[src/rtl/rrat_retire_if.sv]
// Retire-side bundle for the retirement RAT: ROB retire slots in, freed tags
// and the committed map out.
interface rrat_retire_if #(
    parameter int NUM_ARCH = 32,
    parameter int TAG_W    = 7,
    parameter int AW       = $clog2(NUM_ARCH)
);
    logic [1:0]                rob_retire_num;
    logic [AW-1:0]             rob_retire_arch_0;
    logic [AW-1:0]             rob_retire_arch_1;
    logic [TAG_W-1:0]          rob_retire_pr_0;
    logic [TAG_W-1:0]          rob_retire_pr_1;
    logic [1:0]                fl_free_num;
    logic [TAG_W-1:0]          fl_free_tag_0;
    logic [TAG_W-1:0]          fl_free_tag_1;
    logic [NUM_ARCH*TAG_W-1:0] rrat_map_flat;

    modport master (
        output rob_retire_num, rob_retire_arch_0, rob_retire_arch_1,
               rob_retire_pr_0, rob_retire_pr_1,
        input  fl_free_num, fl_free_tag_0, fl_free_tag_1, rrat_map_flat
    );

    modport slave (
        input  rob_retire_num, rob_retire_arch_0, rob_retire_arch_1,
               rob_retire_pr_0, rob_retire_pr_1,
        output fl_free_num, fl_free_tag_0, fl_free_tag_1, rrat_map_flat
    );
endinterface

[src/rtl/rrat_retire.sv]
// Retirement RAT: committed arch->phys map updated by up to two retires per
// cycle; displaced tags are returned to the free list one cycle later.

module rrat_map_entry #(
    parameter int               TAG_W   = 7,
    parameter logic [TAG_W-1:0] RST_VAL = '0
) (
    input  logic             clock,
    input  logic             reset,
    input  logic             i_we,
    input  logic [TAG_W-1:0] i_wdata,
    output logic [TAG_W-1:0] o_tag
);
    logic [TAG_W-1:0] r_tag;

    always_ff @(posedge clock or posedge reset) begin
        if (reset)
            r_tag <= RST_VAL;
        else if (i_we)
            r_tag <= i_wdata;
    end

    assign o_tag = r_tag;
endmodule

module rrat_retire #(
    parameter int NUM_ARCH = 32,
    parameter int TAG_W    = 7
) (
    input  logic         clock,
    input  logic         reset,
    rrat_retire_if.slave rif
);
    localparam int AW = $clog2(NUM_ARCH);

    logic [NUM_ARCH-1:0][TAG_W-1:0] w_map;
    logic [NUM_ARCH-1:0][TAG_W-1:0] w_wdata;
    logic [NUM_ARCH-1:0]            w_we;
    logic                           w_ret1;
    logic                           w_ret2;
    logic                           w_same;
    logic [TAG_W-1:0]               w_old0;
    logic [TAG_W-1:0]               w_old1;

    logic [1:0]       r_free_num;
    logic [TAG_W-1:0] r_free_tag_0;
    logic [TAG_W-1:0] r_free_tag_1;

    assign w_ret1 = (rif.rob_retire_num == 2'd1);
    assign w_ret2 = (rif.rob_retire_num == 2'd2);
    assign w_same = w_ret2 && (rif.rob_retire_arch_0 == rif.rob_retire_arch_1);

    // Slot 1 data wins on its own entry, so an arch collision commits pr_1.
    for (genvar a = 0; a < NUM_ARCH; a++) begin : g_ent
        logic w_hit0;
        logic w_hit1;
        assign w_hit0     = (w_ret1 || w_ret2) && (rif.rob_retire_arch_0 == AW'(a));
        assign w_hit1     = w_ret2 && (rif.rob_retire_arch_1 == AW'(a));
        assign w_we[a]    = w_hit0 || w_hit1;
        assign w_wdata[a] = w_hit1 ? rif.rob_retire_pr_1 : rif.rob_retire_pr_0;

        rrat_map_entry #(
            .TAG_W   (TAG_W),
            .RST_VAL (TAG_W'(a))
        ) u_ent (
            .clock   (clock),
            .reset   (reset),
            .i_we    (w_we[a]),
            .i_wdata (w_wdata[a]),
            .o_tag   (w_map[a])
        );
    end

    // Old mappings come from the pre-edge table.
    assign w_old0 = w_map[rif.rob_retire_arch_0];
    assign w_old1 = w_map[rif.rob_retire_arch_1];

    always_ff @(posedge clock or posedge reset) begin
        if (reset) begin
            r_free_num   <= 2'd0;
            r_free_tag_0 <= '0;
            r_free_tag_1 <= '0;
        end else if (w_ret1) begin
            r_free_num   <= 2'd1;
            r_free_tag_0 <= w_old0;
            r_free_tag_1 <= '0;
        end else if (w_ret2) begin
            // Same-arch pair: slot 0's fresh tag is dead on arrival.
            r_free_num   <= 2'd2;
            r_free_tag_0 <= w_old0;
            r_free_tag_1 <= w_same ? rif.rob_retire_pr_0 : w_old1;
        end else begin
            r_free_num   <= 2'd0;
            r_free_tag_0 <= '0;
            r_free_tag_1 <= '0;
        end
    end

    assign rif.fl_free_num   = r_free_num;
    assign rif.fl_free_tag_0 = r_free_tag_0;
    assign rif.fl_free_tag_1 = r_free_tag_1;
    assign rif.rrat_map_flat = w_map;
endmodule

[src/flat_wrapper.sv]
// flat-port wrapper written by rule: the top's interface ports become plain ports
module rrat_retire_flat 
#(
    parameter int NUM_ARCH = 32,
    parameter int TAG_W    = 7
)
  (clock, reset, rif_rob_retire_num, rif_rob_retire_arch_0, rif_rob_retire_arch_1, rif_rob_retire_pr_0, rif_rob_retire_pr_1, rif_fl_free_num, rif_fl_free_tag_0, rif_fl_free_tag_1, rif_rrat_map_flat);
  rrat_retire_if #(.NUM_ARCH(NUM_ARCH), .TAG_W(TAG_W)) rif_i ();
  input  logic clock;
  input  logic reset;
  input wire logic [$bits(rif_i.rob_retire_num)-1:0] rif_rob_retire_num;
  input wire logic [$bits(rif_i.rob_retire_arch_0)-1:0] rif_rob_retire_arch_0;
  input wire logic [$bits(rif_i.rob_retire_arch_1)-1:0] rif_rob_retire_arch_1;
  input wire logic [$bits(rif_i.rob_retire_pr_0)-1:0] rif_rob_retire_pr_0;
  input wire logic [$bits(rif_i.rob_retire_pr_1)-1:0] rif_rob_retire_pr_1;
  output wire logic [$bits(rif_i.fl_free_num)-1:0] rif_fl_free_num;
  output wire logic [$bits(rif_i.fl_free_tag_0)-1:0] rif_fl_free_tag_0;
  output wire logic [$bits(rif_i.fl_free_tag_1)-1:0] rif_fl_free_tag_1;
  output wire logic [$bits(rif_i.rrat_map_flat)-1:0] rif_rrat_map_flat;
  assign rif_i.rob_retire_num = rif_rob_retire_num;
  assign rif_i.rob_retire_arch_0 = rif_rob_retire_arch_0;
  assign rif_i.rob_retire_arch_1 = rif_rob_retire_arch_1;
  assign rif_i.rob_retire_pr_0 = rif_rob_retire_pr_0;
  assign rif_i.rob_retire_pr_1 = rif_rob_retire_pr_1;
  assign rif_fl_free_num = rif_i.fl_free_num;
  assign rif_fl_free_tag_0 = rif_i.fl_free_tag_0;
  assign rif_fl_free_tag_1 = rif_i.fl_free_tag_1;
  assign rif_rrat_map_flat = rif_i.rrat_map_flat;
  rrat_retire #(.NUM_ARCH(NUM_ARCH), .TAG_W(TAG_W)) u_core (.clock(clock), .reset(reset), .rif(rif_i));
endmodule
[config.mk]
export PLATFORM = sky130hd
export DESIGN_NAME = rrat_retire_flat
export DESIGN_NICKNAME = d
export VERILOG_FILES = /design/src/rtl/rrat_retire_if.sv /design/src/rtl/rrat_retire.sv /design/src/flat_wrapper.sv
export SDC_FILE = /design/constraint.sdc
export NUM_CORES = 1
export LEC_CHECK = 0
export CORE_MARGIN = 2
export CORE_UTILIZATION = 45
export CTS_CLUSTER_SIZE = 12
export DETAILED_ROUTE_END_ITERATION = 7
export PLACE_DENSITY = 0.73
export SLEW_MARGIN = 20
export SYNTH_ARGS = -nofsm -noshare
export SYNTH_HDL_FRONTEND = slang
export SYNTH_SLANG_ARGS = --single-unit
[constraint.sdc]
create_clock -name clock -period 6.8 [get_ports clock]
set_input_delay 0.68 -clock clock [delete_from_list [all_inputs] [get_ports clock]]
set_output_delay 0.68 -clock clock [all_outputs]
set_load 0.05 [all_outputs]
**After elaboration in Yosys (flattened, before gate mapping)**

Cells that the tools add are included.

- Register bits after elaboration: 240
- Input bits: 28
- Output and inout bits: 240

- $lt $le $gt $ge: 2
- Equal/unequal tests: 65
- Muxes and demuxes: 43
- Reduce and logical (&&, ||, !) cells: 100

Operators by type and width:

| kind | number |
|---|---|
| two-way mux 7 bit | 39 |
| == test 5 bit, second input constant | 32 |
| == test 5 x 4 -> 1 bit, second input constant | 16 |
| binary-select mux 7 bit (select 5 bit) | 2 |
| logical AND 1 bit | 65 |
| == test 5 x 3 -> 1 bit, second input constant | 8 |
| logical OR 1 bit | 33 |
| == test 5 x 2 -> 1 bit, second input constant | 4 |
| less-than comparator 5 x 6 -> 1 bit, second input constant | 2 |
| == test 5 x 1 -> 1 bit, second input constant | 2 |
| zero test 5 bit | 2 |
| == test 5 bit | 1 |
| two-way mux 2 bit | 2 |
| == test 2 x 1 -> 1 bit, second input constant | 1 |
| == test 2 bit, second input constant | 1 |

**Depth between registers and ports, before layout**

Gate-level depths: netlist of the first run.

- Word-level depth: 5
- Mapped depth: 9

**Modules after synthesis**

From an unflattened synthesis of the first run, not the netlist that was laid out.

- Cell total of the unflattened synthesis: 1,210
- Area, all modules: 17,103.9 sq um

By module, submodules not included:

| module | times used | cells an instance | area each (sq um) | sequential area each (sq um) |
|---|---|---|---|---|
| rrat_retire | 1 | 698 | 7,554.7 | 400.4 |
| rrat_map_entry at u_core.g_ent[11].u_ent ... | 10 | 16 | 299.0 | 178.9 |
| rrat_map_entry at u_core.g_ent[10].u_ent ... | 10 | 16 | 297.8 | 177.7 |
| rrat_map_entry at u_core.g_ent[15].u_ent ... | 5 | 16 | 300.3 | 180.2 |
| rrat_map_entry at u_core.g_ent[16].u_ent ... | 5 | 16 | 296.5 | 176.4 |
| rrat_map_entry at u_core.g_ent[31].u_ent | 1 | 16 | 301.5 | 181.4 |
| rrat_map_entry at u_core.g_ent[0].u_ent | 1 | 16 | 295.3 | 175.2 |

**Least setup slack after synthesis of the first run**

OpenSTA, ideal clock, no wires.

- Kind: input to register
- From: input rif_rob_retire_num[0]
- To: register u_core.g_ent[19].u_ent.r_tag[2]
- Data arrival time: 2.151 ns
- Data required time: 6.663 ns
- Path slack: 4.512 ns
- Stages: 6
- Buffers on the path: 0
- Cells stage by stage: inv_1 ha_1 nand4b_2 nor2_2 mux2i_1 a21oi_1

- Cells in the longest elaborated chain, start to end: 4

RTL lines:

| what | RTL line | text |
|---|---|---|
| start, declared | flat_wrapper.sv:11 | `input wire logic [$bits(rif_i.rob_retire_num)-1:0] rif_rob_retire_num;` |
| == test 2 x 1 -> 1 bit / == test 2 bit (equally long branches) | rrat_retire.sv:49, rrat_retire.sv:50 |  |
| logical OR 1 bit | rrat_retire.sv:57 | `assign w_hit0 = (w_ret1 \|\| w_ret2) && (rif.rob_retire_arch_0 == AW'(a));` |
| logical AND 1 bit | rrat_retire.sv:57 |  |
| logical OR 1 bit | rrat_retire.sv:59 | `assign w_we[a] = w_hit0 \|\| w_hit1;` |
| end signal, assigned | rrat_retire.sv:20 | `r_tag <= i_wdata;` |
| end, declared | rrat_retire.sv:14 | `logic [TAG_W-1:0] r_tag;` |

Several ways; a longest one is shown, not always the timed one.
A chain may end at the register's enable or synchronous reset.

**Worst setup path in the final report of the first run**

- From: input rif_rob_retire_arch_0[2]
- To: register u_core.g_ent[12].u_ent.r_tag[5]

- Cells in the longest elaborated chain, start to end: 3

RTL lines:

| what | RTL line | text |
|---|---|---|
| start, declared | flat_wrapper.sv:12 | `input wire logic [$bits(rif_i.rob_retire_arch_0)-1:0] rif_rob_retire_arch_0;` |
| == test 5 x 4 -> 1 bit | rrat_retire.sv:57 |  |
| logical AND 1 bit | rrat_retire.sv:57 |  |
| logical OR 1 bit | rrat_retire.sv:59 |  |
| end signal, assigned | rrat_retire.sv:20 |  |
| end, declared | rrat_retire.sv:14 |  |

Every way passes these cells.

==> impl_metrics.prom, run 1 <==
# TYPE chip_impl_metric gauge
chip_impl_info{name="outcome",value="complete, no violations"} 1
chip_impl_metric{name="syn-num-nets",unit=""} 1432
chip_impl_info{name="tritoncts_clock_tree",value="done"} 1
chip_impl_metric{name="hpwl",unit="um"} 38700
chip_impl_metric{name="die_w",unit="um"} 187
chip_impl_metric{name="postSynthAreaPerCell",unit="um2"} 10.8
chip_impl_metric{name="cts_num_sinks",unit=""} 240
chip_impl_metric{name="yosysSeqAreaShare",unit="%"} 40.3
chip_impl_metric{name="fill_cells",unit=""} 2836
chip_impl_metric{name="synthesized_area",unit="um2"} 15100
chip_impl_metric{name="antenna_cells_inserted",unit=""} 0
chip_impl_metric{name="boundaryPins",unit=""} 268
chip_impl_metric{name="timing.critical_path.fanout_max",unit=""} 22
chip_impl_metric{name="maxClockFrequency",unit="MHz"} 309
chip_impl_metric{name="clk_pin_slew",unit="ns"} 0.06
chip_impl_metric{name="route.detailed.wl_per_inst",unit="um"} 27.9
chip_impl_metric{name="initial_antenna_violation_count",unit=""} 0
chip_impl_metric{name="drtPass1Iterations",unit=""} 6
chip_impl_metric{name="core_region_area",unit="um2"} 33400
chip_impl_metric{name="synth_async_sr_flop_share",unit="%"} 100
chip_impl_metric{name="critPathMaxStageDelay",unit="ns"} 1.13
chip_impl_metric{name="timing.final.crit_period",unit="ns"} 3.24
chip_impl_metric{name="die_h",unit="um"} 187
chip_impl_metric{name="multiInputGateArea",unit="um2"} 8370
chip_impl_metric{name="worstHoldPathCells",unit=""} 2
chip_impl_info{name="critPathLaunchType",value="input pin"} 1
chip_impl_metric{name="total_leakage_power",unit="nW"} 8.46
chip_impl_info{name="synthFlopType",value="sky130_fd_sc_hd__dfrtp_1"} 1
chip_impl_info{name="worst_path_max_delay_cell",value="sky130_fd_sc_hd__clkdlybuf4s50_1"} 1
chip_impl_metric{name="timing.final.crit_share",unit="%"} 47.6
chip_impl_metric{name="routed-via-count",unit=""} 13300
chip_impl_metric{name="fp.dieArea",unit="um2"} 35100
chip_impl_metric{name="max_cap_violations",unit=""} 0
chip_impl_metric{name="place.port_buffers",unit=""} 267
chip_impl_metric{name="finalWirelength",unit="um"} 57300
chip_impl_metric{name="crit_buf_inv",unit=""} 1
chip_impl_metric{name="worst-endpoint-required",unit="ns"} 7.22
chip_impl_metric{name="drtIter0Drc",unit=""} 1813
chip_impl_metric{name="placed_area",unit="um2"} 17900
chip_impl_metric{name="post_layout_nonfiller_instances",unit=""} 2052
chip_impl_metric{name="grt_pass1_vias",unit=""} 13000
chip_impl_metric{name="final_layout_size_suffix_gt1_share",unit="%"} 18.8
chip_impl_metric{name="area_growth",unit="%"} 24.6
chip_impl_metric{name="floorplan.initialDensity",unit="%"} 45.4
chip_impl_metric{name="final-seq-area",unit="um2"} 6110
chip_impl_metric{name="global_route.overflow_total",unit=""} 0
chip_impl_metric{name="worstPathArrival",unit="ns"} 3.66
chip_impl_metric{name="yosys.cell_types.count",unit=""} 58
chip_impl_metric{name="hold_viol_final",unit=""} 0
chip_impl_metric{name="slew_viol_final",unit=""} 0
chip_impl_metric{name="clock_insertion_delay_worst_skew",unit="ns"} 0.56
chip_impl_metric{name="dp.cells",unit=""} 2000
chip_impl_metric{name="cts_inserted_buffers",unit=""} 28
chip_impl_metric{name="htree_num_levels",unit=""} 1
chip_impl_metric{name="worst_r2r_path_depth",unit=""} 4
chip_impl_metric{name="cts_resized",unit=""} 0
chip_impl_metric{name="synth_edf_count",unit=""} 0
chip_impl_metric{name="cts_hold_repair.buffers",unit=""} 0
chip_impl_info{name="worstSetupEndpointType",value="flip-flop"} 1
chip_impl_metric{name="grt_pass1_wl",unit="um"} 85400
chip_impl_metric{name="worst_slew_pin_slew",unit="ns"} 1.04
chip_impl_info{name="critical_path.cell_chain",value="clkdlybuf4s50_1 > nor4bb_1 > nand2_1 > mux2i_1 > o21ai_0"} 1
chip_impl_metric{name="finalInstanceArea",unit="um2"} 18900
chip_impl_info{name="grt_setup_unrepaired",value="false"} 1
chip_impl_metric{name="setup_tns",unit="ns"} 0
chip_impl_metric{name="yosys_warnings",unit=""} 0
chip_impl_metric{name="postSynthCellCount",unit=""} 1402
chip_impl_metric{name="average_vias_per_placed_instance",unit=""} 6.47
chip_impl_metric{name="grt_usage",unit="%"} 32.0
chip_impl_info{name="critical_path.top_delay_family",value="simple AND/OR/NAND/NOR gates"} 1
chip_impl_metric{name="drc_errors",unit=""} 0
chip_impl_metric{name="report.final.setup_viol",unit=""} 0
chip_impl_metric{name="total_power",unit="W"} 0.00765
chip_impl_metric{name="gp_congestion",unit=""} 1.01
chip_impl_metric{name="ys_seq_elements",unit=""} 240
chip_impl_metric{name="regToRegSetupSlack",unit="ns"} 4.87
chip_impl_metric{name="timing.clock.skew",unit="ns"} 0.0175
chip_impl_metric{name="ctsLongestPathBuffers",unit=""} 3
chip_impl_metric{name="placement_rows",unit=""} 67
chip_impl_metric{name="timing.critical_path.depth",unit=""} 5
chip_impl_metric{name="largest_net_degree_at_the_start_of_global_routing",unit=""} 78
chip_impl_metric{name="ant_nets",unit=""} 0
chip_impl_info{name="clockRootBuffer",value="sky130_fd_sc_hd__clkbuf_16"} 1
chip_impl_metric{name="design.final.nets",unit=""} 1612
chip_impl_metric{name="power_density",unit="nW/um2"} 406
chip_impl_metric{name="worst_ir_drop_vdd",unit="mV"} 0.262
chip_impl_info{name="hold_path_class",value="reg -> reg"} 1
chip_impl_metric{name="post-cts-setup-buffers",unit=""} 0
chip_impl_metric{name="timing.slew.headroom",unit="%"} 30.1
chip_impl_info{name="worst-setup-path-type",value="in -> reg"} 1
## where the power goes
| group | internal [W] | leakage, nW | total [W] | switching (W) |
|---|---|---|---|---|
| logic | 0.00131 | 5.16 | 0.00352 | 0.00221 |
| clock network | 0.000960 | 0.477 | 0.00160 | 0.000643 |
| registers | 0.00193 | 2.83 | 0.00253 | 0.000593 |
| total | 0.00421 | 8.46 | 0.00765 | 0.00345 |
## final cells by class
class / instances / share of cell area (%)
Timing Repair Buffer: 292 / 15.0
Multi-Input combinational cell: 1016 / 44.4
Clock buffer: 42 / 4.42
Tap cell: 448 / 2.97
Sequential cell: 240 / 32.4
Inverter: 4 / 0.0995
Clock inverter: 10 / 0.710
## cells by family after synthesis
logic type,after synthesis,synth area share (%)
muxes,370,33.1
and+or+nand+nor,349,10.8
AOI/OAI and AO/OA,290,10.9
DFF,240,40.3
buffers and inverters,146,4.41
xor gates and xnor gates,5,0.289
adders and majority gates,2,0.165
## cell usage in the layout, fill, tap and decap left out, types with 4 or more instances in the layout
| master | synthesis | routed |
|---|---|---|
| sky130_fd_sc_hd__a22oi_1 | 13 | 13 |
| sky130_fd_sc_hd__clkbuf_8 | 0 | 6 |
| sky130_fd_sc_hd__a21oi_1 | 144 | 144 |
| sky130_fd_sc_hd__dfstp_2 | 80 | 80 |
| sky130_fd_sc_hd__mux2i_1 | 251 | 251 |
| sky130_fd_sc_hd__clkbuf_16 | 0 | 29 |
| sky130_fd_sc_hd__buf_4 | 9 | 28 |
| sky130_fd_sc_hd__dfrtp_1 | 160 | 160 |
| sky130_fd_sc_hd__clkbuf_1 | 84 | 7 |
| sky130_fd_sc_hd__o22a_1 | 6 | 6 |
| sky130_fd_sc_hd__clkinv_2 | 0 | 5 |
| sky130_fd_sc_hd__nor3_1 | 5 | 4 |
| sky130_fd_sc_hd__nand3_2 | 4 | 4 |
| sky130_fd_sc_hd__o22ai_1 | 4 | 4 |
| sky130_fd_sc_hd__and3_1 | 6 | 6 |
| sky130_fd_sc_hd__nor2_1 | 146 | 146 |
| sky130_fd_sc_hd__o21ai_0 | 58 | 58 |
| sky130_fd_sc_hd__nand3_1 | 10 | 10 |
| sky130_fd_sc_hd__and2_1 | 4 | 4 |
| sky130_fd_sc_hd__nand2_2 | 7 | 7 |
| sky130_fd_sc_hd__mux2_2 | 16 | 16 |
| sky130_fd_sc_hd__o211ai_1 | 9 | 9 |
| sky130_fd_sc_hd__mux4_2 | 103 | 103 |
| sky130_fd_sc_hd__clkdlybuf4s50_1 | 0 | 261 |
| sky130_fd_sc_hd__a211oi_1 | 4 | 4 |
| sky130_fd_sc_hd__nor2b_1 | 18 | 18 |
| sky130_fd_sc_hd__o21ai_1 | 26 | 26 |
| sky130_fd_sc_hd__a221oi_1 | 6 | 6 |
| sky130_fd_sc_hd__a32o_1 | 7 | 7 |
| sky130_fd_sc_hd__nand2_1 | 122 | 122 |
| sky130_fd_sc_hd__nand4_1 | 4 | 4 |
## routing by layer
metal | track usage, % | up-vias | share of wire (%)
met5 | 0 | - | 0
met4 | 12.1 | 0 | 4.4
met3 | 7.24 | 182 | 12
met2 | 48.9 | 1041 | 45
met1 | 44.7 | 6538 | 39
li1 | - | 5517 | -
## tightest hold or removal path: stages, from the launching register on
cell and delay, ns:
sky130_fd_sc_hd__dfstp_2 0.39, sky130_fd_sc_hd__mux2i_1 0.12, sky130_fd_sc_hd__a21oi_1 0.08
## path summary, 6_finish.rpt
path	startpoint	to
worst max-delay path	rif_rob_retire_arch_0[2]	u_core.g_ent[12].u_ent.o_tag[5]
worst min-delay path	u_core.g_ent[31].u_ent.o_tag[4]	u_core.g_ent[31].u_ent.o_tag[4]
min in group asynchronous	reset	u_core.g_ent[17].u_ent.o_tag[3]
worst max register to register	u_core.g_ent[16].u_ent.o_tag[1]	u_core.rif.fl_free_tag_1[1]
worst min register to register	u_core.g_ent[31].u_ent.o_tag[4]	u_core.g_ent[31].u_ent.o_tag[4]
max in group asynchronous	reset	u_core.g_ent[4].u_ent.o_tag[5]
## sequential cells by signal, summed over array words and instances (netlist names)
name                      flops
u_core.g_ent.u_ent.o_tag    224
u_core.rif.fl_free_num        2
u_core.rif.fl_free_tag_0      7
u_core.rif.fl_free_tag_1      7
## cells in the mapped netlist (3+ instances only)
cell type                   count  share of area [%]
sky130_fd_sc_hd__and3_1         6               0.25
sky130_fd_sc_hd__o21ai_1       26               0.86
sky130_fd_sc_hd__o221a_2        3               0.22
sky130_fd_sc_hd__a221oi_1       6               0.35
sky130_fd_sc_hd__xor2_1         3               0.17
sky130_fd_sc_hd__nand3_1       10               0.33
sky130_fd_sc_hd__mux2i_1      251                 17
sky130_fd_sc_hd__o21ai_0       58                1.9
sky130_fd_sc_hd__a32o_1         7               0.46
sky130_fd_sc_hd__mux4_2       103                 15
sky130_fd_sc_hd__dfstp_2       80                 14
sky130_fd_sc_hd__a211oi_1       4               0.20
sky130_fd_sc_hd__buf_1          5               0.12
sky130_fd_sc_hd__o211ai_1       9               0.45
sky130_fd_sc_hd__nand3_2        4               0.26
sky130_fd_sc_hd__nor4b_4        3               0.47
sky130_fd_sc_hd__buf_4          9               0.45
sky130_fd_sc_hd__nor3_1         5               0.17
sky130_fd_sc_hd__clkbuf_1      84                2.1
sky130_fd_sc_hd__nor2_1       146                3.6
sky130_fd_sc_hd__nand2_1      122                3.0
sky130_fd_sc_hd__inv_1          4              0.099
sky130_fd_sc_hd__a22oi_1       13               0.64
sky130_fd_sc_hd__buf_6          5               0.37
sky130_fd_sc_hd__o22ai_1        4               0.17
sky130_fd_sc_hd__nand4_1        4               0.17
sky130_fd_sc_hd__nor2b_1       18               0.74
sky130_fd_sc_hd__and2_1         4               0.17
sky130_fd_sc_hd__and4b_1        3               0.20
sky130_fd_sc_hd__mux2_2        16                1.2
sky130_fd_sc_hd__o2111ai_1      3               0.17
sky130_fd_sc_hd__buf_2         37                1.2
sky130_fd_sc_hd__a21oi_1      144                4.8
sky130_fd_sc_hd__nor4bb_1       3               0.20
sky130_fd_sc_hd__dfrtp_1      160                 26
sky130_fd_sc_hd__nand2_2        7               0.29
sky130_fd_sc_hd__o22a_1         6               0.35
## per-stage QoR
stage / util, % / setup slack, ns / hold WS [ns]
after floorplan: - / 3.04 / 0.665
after global placement: 53.6 / 3.03 / 0.561
after detailed placement: 53.6 / 3.11 / 0.573
after CTS: 56.5 / 3.65 / 0.583
after global routing: 56.5 / 3.46 / 0.600
final: 56.5 / 3.56 / 0.587
No activity file was read; power rests on OpenSTA's default activity.
==> inputs of run 2 (changes only) <==
==> constraint.sdc (replaced) <==
create_clock -name clock -period 2.8 [get_ports clock]
set_input_delay 0.28 -clock clock [delete_from_list [all_inputs] [get_ports clock]]
set_output_delay 0.28 -clock clock [all_outputs]
set_load 0.05 [all_outputs]
==> run 2 against run 1 <==
Clock power grew 130%. Die area is the same. Highest routed layer unchanged. Sequential share of layout area shrank 0.71 points.
==> impl_metrics.prom, run 2 (synthesis gave the netlist of run 1 again) <==
# TYPE chip_impl_metric gauge
chip_impl_metric{name="grt_usage",unit="%"} 32.4
chip_impl_metric{name="placement_rows",unit=""} 67
chip_impl_metric{name="timing.clock.skew",unit="ns"} 0.0114
chip_impl_metric{name="boundaryPins",unit=""} 268
chip_impl_metric{name="grt_pass1_vias",unit=""} 13000
chip_impl_metric{name="fill_cells",unit=""} 2802
chip_impl_metric{name="global_route.overflow_total",unit=""} 0
chip_impl_metric{name="drc_errors",unit=""} 0
chip_impl_info{name="clockRootBuffer",value="sky130_fd_sc_hd__clkbuf_16"} 1
chip_impl_metric{name="design.final.nets",unit=""} 1662
chip_impl_metric{name="timing.final.crit_period",unit="ns"} 2.26
chip_impl_metric{name="power_density",unit="nW/um2"} 952
chip_impl_metric{name="hold_viol_final",unit=""} 0
chip_impl_info{name="layout_commonest_cell",value="sky130_fd_sc_hd__clkdlybuf4s50_1"} 1
chip_impl_info{name="critPathLaunchType",value="input pin"} 1
chip_impl_metric{name="setup_tns",unit="ns"} 0
chip_impl_metric{name="antenna_cells_inserted",unit=""} 0
chip_impl_metric{name="finalWirelength",unit="um"} 57800
chip_impl_info{name="worstSetupEndpointType",value="flip-flop"} 1
chip_impl_metric{name="htree_num_levels",unit=""} 1
chip_impl_metric{name="cts_hold_repair.buffers",unit=""} 0
chip_impl_metric{name="area_growth",unit="%"} 27.4
chip_impl_metric{name="maxClockFrequency",unit="MHz"} 442
chip_impl_metric{name="slew_viol_final",unit=""} 0
chip_impl_metric{name="ant_nets",unit=""} 0
chip_impl_metric{name="route.detailed.wl_per_inst",unit="um"} 27.5
chip_impl_metric{name="post-cts-setup-buffers",unit=""} 0
chip_impl_info{name="worst_path_max_delay_cell",value="sky130_fd_sc_hd__clkdlybuf4s50_1"} 1
chip_impl_metric{name="clock_insertion_delay_worst_skew",unit="ns"} 0.54
chip_impl_metric{name="worst_slew_pin_slew",unit="ns"} 0.669
chip_impl_metric{name="core_region_area",unit="um2"} 33400
chip_impl_info{name="tritoncts_clock_tree",value="done"} 1
chip_impl_metric{name="total_leakage_power",unit="nW"} 8.71
chip_impl_metric{name="drtPass1Iterations",unit=""} 6
chip_impl_metric{name="place.port_buffers",unit=""} 267
chip_impl_metric{name="multiInputGateArea",unit="um2"} 8370
chip_impl_metric{name="largest_register_ffs",unit=""} 224
chip_impl_metric{name="hpwl",unit="um"} 39900
chip_impl_metric{name="gp_congestion",unit=""} 0.975
chip_impl_metric{name="timing.critical_path.fanout_max",unit=""} 8
chip_impl_info{name="outcome",value="complete, no violations"} 1
chip_impl_metric{name="largest_net_degree_at_the_start_of_global_routing",unit=""} 93
chip_impl_metric{name="die_w",unit="um"} 187
chip_impl_info{name="critical_path.top_delay_family",value="simple AND/OR/NAND/NOR gates"} 1
chip_impl_info{name="hold_path_class",value="in -> async"} 1
chip_impl_metric{name="average_vias_per_placed_instance",unit=""} 6.39
chip_impl_metric{name="ctsLongestPathBuffers",unit=""} 3
chip_impl_metric{name="timing.final.crit_share",unit="%"} 80.8
chip_impl_info{name="layout.cells.most_common_list",value="sky130_fd_sc_hd__clkdlybuf4s50_1 (262), sky130_fd_sc_hd__mux2i_1 (251), sky130_fd_sc_hd__dfrtp_1 (160), sky130_fd_sc_hd__nor2_1 (146), sky130_fd_sc_hd__a21oi_1 (144)"} 1
chip_impl_metric{name="grt_pass1_wl",unit="um"} 85700
chip_impl_metric{name="crit_buf_inv",unit=""} 2
chip_impl_metric{name="cts_inserted_buffers",unit=""} 27
chip_impl_metric{name="post_route_worst_hold_slack",unit="ns"} 0.0848
chip_impl_metric{name="initial_antenna_violation_count",unit=""} 0
chip_impl_info{name="worst-setup-path-type",value="in -> reg"} 1
chip_impl_metric{name="max_cap_violations",unit=""} 0
chip_impl_metric{name="cts_num_sinks",unit=""} 240
chip_impl_metric{name="worst_ir_drop_vdd",unit="mV"} 0.853
chip_impl_metric{name="worstPathArrival",unit="ns"} 2.67
chip_impl_metric{name="worst-endpoint-required",unit="ns"} 3.21
chip_impl_metric{name="finalInstanceArea",unit="um2"} 19300
chip_impl_metric{name="die_h",unit="um"} 187
chip_impl_metric{name="floorplan.initialDensity",unit="%"} 45.4
chip_impl_metric{name="timing.slew.headroom",unit="%"} 55.4
chip_impl_metric{name="total_power",unit="W"} 0.0184
chip_impl_info{name="critical_path.cell_chain",value="clkdlybuf4s50_1 > inv_1 > ha_1 > nor4b_4 > nand2_1 > mux2i_1 > o21ai_0"} 1
chip_impl_metric{name="placed_area",unit="um2"} 18400
chip_impl_metric{name="critPathMaxStageDelay",unit="ns"} 0.54
chip_impl_metric{name="cts_resized",unit=""} 0
chip_impl_metric{name="report.final.setup_viol",unit=""} 0
chip_impl_metric{name="final-seq-area",unit="um2"} 6110
chip_impl_metric{name="fp.dieArea",unit="um2"} 35100
chip_impl_info{name="grt_setup_unrepaired",value="false"} 1
chip_impl_metric{name="drtIter0Drc",unit=""} 1697
chip_impl_metric{name="clk_pin_slew",unit="ns"} 0.06
chip_impl_metric{name="routed-via-count",unit=""} 13400
chip_impl_metric{name="final_layout_size_suffix_gt1_share",unit="%"} 20.9
[run 2: layout make-up]
class	count	share of cell area, %
tap	448	2.91
inverter	4	0.0973
sequential	240	31.7
clock inverter	8	0.493
multi-input combinational	1016	43.4
timing repair buffer	343	17.4
clock buffer	41	4.09
[run 2: worst register-to-register path, stage by stage, from the launching register on]
cell                      delay [ns]
sky130_fd_sc_hd__dfrtp_1        0.46
sky130_fd_sc_hd__mux4_2         0.50
sky130_fd_sc_hd__mux4_2         0.56
sky130_fd_sc_hd__o22ai_1        0.26
sky130_fd_sc_hd__nor3_1         0.13
[run 2: metal layers]
metal / share of wire [%] / GRT usage (%) / routed length [um] / vias up
li1: - / - / - / 5616
met1: 39 / 44.8 / 22300 / 6558
met2: 45 / 50.1 / 26000 / 1054
met3: 12 / 7.07 / 7050 / 188
met4: 4.2 / 13.0 / 2440 / 0
met5: 0 / 0 / 0 / -
[run 2: path summary, 6_finish.rpt]
check | to | slack (ns) | cells after the start | start
min in group clock | u_core.g_ent[11].u_ent.o_tag[1] | 0.47 | 4 | rif_rob_retire_arch_1[0]
max reg2reg | u_core.rif.fl_free_tag_0[0] | 0.75 | 4 | u_core.g_ent[26].u_ent.o_tag[0]
min reg2reg | u_core.g_ent[31].u_ent.o_tag[4] | 0.58 | 2 | u_core.g_ent[31].u_ent.o_tag[4]
max | u_core.g_ent[4].u_ent.o_tag[1] | 0.54 | 7 | rif_rob_retire_num[0]
max in group asynchronous | u_core.g_ent[30].u_ent.o_tag[1] | 1.86 | 3 | reset
min | u_core.g_ent[17].u_ent.o_tag[1] | 0.08 | 2 | reset
[run 2: through the flow]
step	utilization [%]	setup WS [ns]	cells
after floorplan	-	-0.563	1402
after global placement	55.2	0.0949	2051
after detailed placement	55.2	0.0460	2051
after CTS	57.8	0.529	2100
after global routing	57.8	0.472	2100
final	57.8	0.537	2100
[run 2: report_power, final]
part	leakage, nW	total [W]	internal (W)	switching [W]
sequential	2.83	0.00615	0.00470	0.00145
clock	0.430	0.00360	0.00211	0.00148
combinational	5.45	0.00861	0.00323	0.00538
total	8.71	0.0184	0.0100	0.00831
==> inputs of run 3 (changes only) <==
==> constraint.sdc (replaced) <==
create_clock -name clock -period 1.9 [get_ports clock]
set_input_delay 0.19 -clock clock [delete_from_list [all_inputs] [get_ports clock]]
set_output_delay 0.19 -clock clock [all_outputs]
set_load 0.05 [all_outputs]
==> run 3 against run 2 <==
Via count is 6.7% higher. Flip-flop and latch count is the same. Count of clock-buffer cells in the layout is 2 higher. Clock power up 47%. Register-to-register slack worse by 0.73 ns. Sequential power rose by 38%. Cell count is 10% higher. Die area did not move. Total power increased by 50%. First-iteration DRC count is 0.65% higher. Critical endpoint is now u_core.rif.fl_free_tag_1[4].
==> impl_metrics.prom, run 3 (synthesis gave the netlist of run 1 again) <==
# TYPE chip_impl_metric gauge
chip_impl_metric{name="grt_util_met3",unit="%"} 7.11
chip_impl_metric{name="timing.clock.skew",unit="ns"} 0.0134
chip_impl_metric{name="placed_area",unit="um2"} 20400
chip_impl_info{name="layout.cells.most_common_list",value="sky130_fd_sc_hd__buf_4 (316), sky130_fd_sc_hd__mux2i_1 (250), sky130_fd_sc_hd__dfrtp_1 (160), sky130_fd_sc_hd__dlygate4sd2_1 (148), sky130_fd_sc_hd__nor2_1 (146)"} 1
chip_impl_metric{name="gp_congestion",unit=""} 0.968
chip_impl_metric{name="htree_num_levels",unit=""} 1
chip_impl_info{name="critical_path.cell_chain",value="mux4_2 > mux2i_1 > o2111ai_1 > a32o_1"} 1
chip_impl_info{name="worst_path_max_delay_cell",value="sky130_fd_sc_hd__mux4_2"} 1
chip_impl_metric{name="place.port_buffers",unit=""} 267
chip_impl_metric{name="drtIter0Drc",unit=""} 1708
chip_impl_metric{name="hold_viol_final",unit=""} 0
chip_impl_metric{name="boundaryPins",unit=""} 268
chip_impl_metric{name="timing.slew.headroom",unit="%"} 60.2
chip_impl_metric{name="dp.cells",unit=""} 2261
chip_impl_metric{name="floorplan.initialDensity",unit="%"} 45.4
chip_impl_metric{name="worst_r2r_path_depth",unit=""} 4
chip_impl_info{name="layout_commonest_cell",value="sky130_fd_sc_hd__buf_4"} 1
chip_impl_metric{name="total_power",unit="W"} 0.0274
chip_impl_metric{name="largest_net_degree_at_the_start_of_global_routing",unit=""} 59
chip_impl_metric{name="crit_buf_inv",unit=""} 0
chip_impl_metric{name="worst-endpoint-required",unit="ns"} 2.31
chip_impl_info{name="grt.busiest_layer",value="met2"} 1
chip_impl_metric{name="cts_num_sinks",unit=""} 240
chip_impl_metric{name="slew_viol_final",unit=""} 0
chip_impl_metric{name="grt_usage",unit="%"} 34.4
chip_impl_metric{name="report.final.setup_viol",unit=""} 0
chip_impl_metric{name="worstPathArrival",unit="ns"} 2.29
chip_impl_metric{name="clock_insertion_delay_worst_skew",unit="ns"} 0.56
chip_impl_metric{name="timing.final.crit_share",unit="%"} 98.9
chip_impl_info{name="reg2reg_from",value="u_core.g_ent[19].u_ent.o_tag[4]"} 1
chip_impl_metric{name="grt_pass1_wl",unit="um"} 91300
chip_impl_metric{name="grtUsageMet2",unit="%"} 54.5
chip_impl_metric{name="finalInstanceArea",unit="um2"} 21100
chip_impl_info{name="hold_path_class",value="in -> async"} 1
chip_impl_metric{name="antenna_cells_inserted",unit=""} 0
chip_impl_metric{name="cts_inserted_buffers",unit=""} 27
chip_impl_metric{name="die_w",unit="um"} 187
chip_impl_metric{name="hpwl",unit="um"} 43500
chip_impl_metric{name="design.final.nets",unit=""} 1872
chip_impl_metric{name="fill_cells",unit=""} 2661
chip_impl_metric{name="total_leakage_power",unit="nW"} 10.5
chip_impl_info{name="outcome",value="complete, no violations"} 1
chip_impl_info{name="critPathLaunchType",value="flip-flop"} 1
chip_impl_info{name="worst-setup-path-type",value="reg -> reg"} 1
chip_impl_info{name="grt_setup_unrepaired",value="false"} 1
chip_impl_metric{name="placement_rows",unit=""} 67
chip_impl_metric{name="drc_errors",unit=""} 0
chip_impl_metric{name="finalWirelength",unit="um"} 60900
chip_impl_metric{name="maxClockFrequency",unit="MHz"} 532
chip_impl_info{name="tritoncts_clock_tree",value="done"} 1
chip_impl_metric{name="fp.dieArea",unit="um2"} 35100
chip_impl_metric{name="timing.critical_path.fanout_max",unit=""} 3
chip_impl_metric{name="post_layout_nonfiller_instances",unit=""} 2311
chip_impl_metric{name="average_vias_per_placed_instance",unit=""} 6.19
chip_impl_metric{name="critPathMaxStageDelay",unit="ns"} 0.51
chip_impl_metric{name="regToRegSetupSlack",unit="ns"} 0.02
chip_impl_metric{name="core_region_area",unit="um2"} 33400
chip_impl_info{name="clockRootBuffer",value="sky130_fd_sc_hd__clkbuf_16"} 1
chip_impl_metric{name="grt_pass1_vias",unit=""} 14300
chip_impl_metric{name="routed-via-count",unit=""} 14300
chip_impl_metric{name="clk_pin_slew",unit="ns"} 0.06
chip_impl_metric{name="max_cap_violations",unit=""} 0
chip_impl_metric{name="final_layout_size_suffix_gt1_share",unit="%"} 35.0
chip_impl_metric{name="gr-usage-met1",unit="%"} 46.6
chip_impl_metric{name="worst_slew_pin_slew",unit="ns"} 0.596
chip_impl_metric{name="timing.final.crit_period",unit="ns"} 1.88
chip_impl_metric{name="setup_tns",unit="ns"} 0
chip_impl_metric{name="timing.critical_path.depth",unit=""} 4
chip_impl_metric{name="route.detailed.wl_per_inst",unit="um"} 26.4
chip_impl_metric{name="ctsLongestPathBuffers",unit=""} 3
chip_impl_info{name="critical_path.top_delay_family",value="multiplexers"} 1
chip_impl_metric{name="power_density",unit="nW/um2"} 1300
chip_impl_metric{name="drtPass1Iterations",unit=""} 5
chip_impl_metric{name="initial_antenna_violation_count",unit=""} 0
chip_impl_metric{name="worst_ir_drop_vdd",unit="mV"} 1.00
chip_impl_info{name="worstSetupEndpointType",value="flip-flop"} 1
chip_impl_metric{name="largest_register_ffs",unit=""} 224
chip_impl_metric{name="post-cts-setup-buffers",unit=""} 0
chip_impl_info{name="regToRegEndpoint",value="u_core.rif.fl_free_tag_1[4]"} 1
chip_impl_metric{name="global_route.overflow_total",unit=""} 0
chip_impl_metric{name="area_growth",unit="%"} 39.7
chip_impl_metric{name="die_h",unit="um"} 187
chip_impl_metric{name="ant_nets",unit=""} 0
run 3: metal layers:
layer | up-vias | wire length [um]
li1 | 6036 | -
met1 | 7076 | 23800
met2 | 1030 | 28000
met3 | 173 | 6530
met4 | 0 | 2600
met5 | - | 0
run 3: where the power goes:
part | internal, W | switching [W]
logic | 0.00492 | 0.00873
registers | 0.00692 | 0.00157
clock network | 0.00307 | 0.00223
run 3: worst max-delay path by stage:
stage,start,slack [ns],endpoint
after global routing,u_core.rif.fl_free_tag_1[1],0.01,rif_fl_free_tag_1[1]
after detailed placement,rif_rob_retire_num[0],-0.54,u_core.g_ent[28].u_ent.o_tag[6]
after global placement,rif_rob_retire_num[0],-0.50,u_core.g_ent[6].u_ent.o_tag[5]
after floorplan,reset,-1.37,u_core.g_ent[0].u_ent.o_tag[0]
after CTS,u_core.g_ent[16].u_ent.o_tag[0],0.006,u_core.rif.fl_free_tag_1[0]
final,u_core.g_ent[19].u_ent.o_tag[4],0.02,u_core.rif.fl_free_tag_1[4]
run 3: layout make-up:
type	instances	area, um2	share of cell area, %
clock buffers	43	816	3.86
clock inverters	7	71.3	0.337
inverters	4	18.8	0.0888
multi-input cells	1016	8430	39.9
flip-flops and latches	240	6110	28.9
well taps	448	561	2.65
repair buffers	553	5140	24.3
run 3: timing repair:
item / in CTS / in global routing
hold buffers: 0 / 0
pin swaps: 1 / 3
setup endpoints to repair: 152 / 117
resized for setup: 152 / 10
run 3: worst reg2reg max path: stages, from the launching register on:
cell                        delay (ns)
sky130_fd_sc_hd__dfstp_2          0.38
sky130_fd_sc_hd__mux4_2           0.51
sky130_fd_sc_hd__mux2i_1          0.32
sky130_fd_sc_hd__o2111ai_1        0.19
sky130_fd_sc_hd__a32o_1           0.34
run 3: stage by stage:
step | worst slack (ns) | hold slack [ns] | utilization (%)
3_5_place_dp | -0.535 | 0.567 | 61.1
2_1_floorplan | -1.37 | 0.320 | -
3_3_place_gp | -0.501 | 0.563 | 61.1
5_1_grt | 0.00967 | 0.0901 | 63.4
6_report | 0.0215 | 0.0633 | 63.4
4_1_cts | 0.00576 | 0.0711 | 63.2
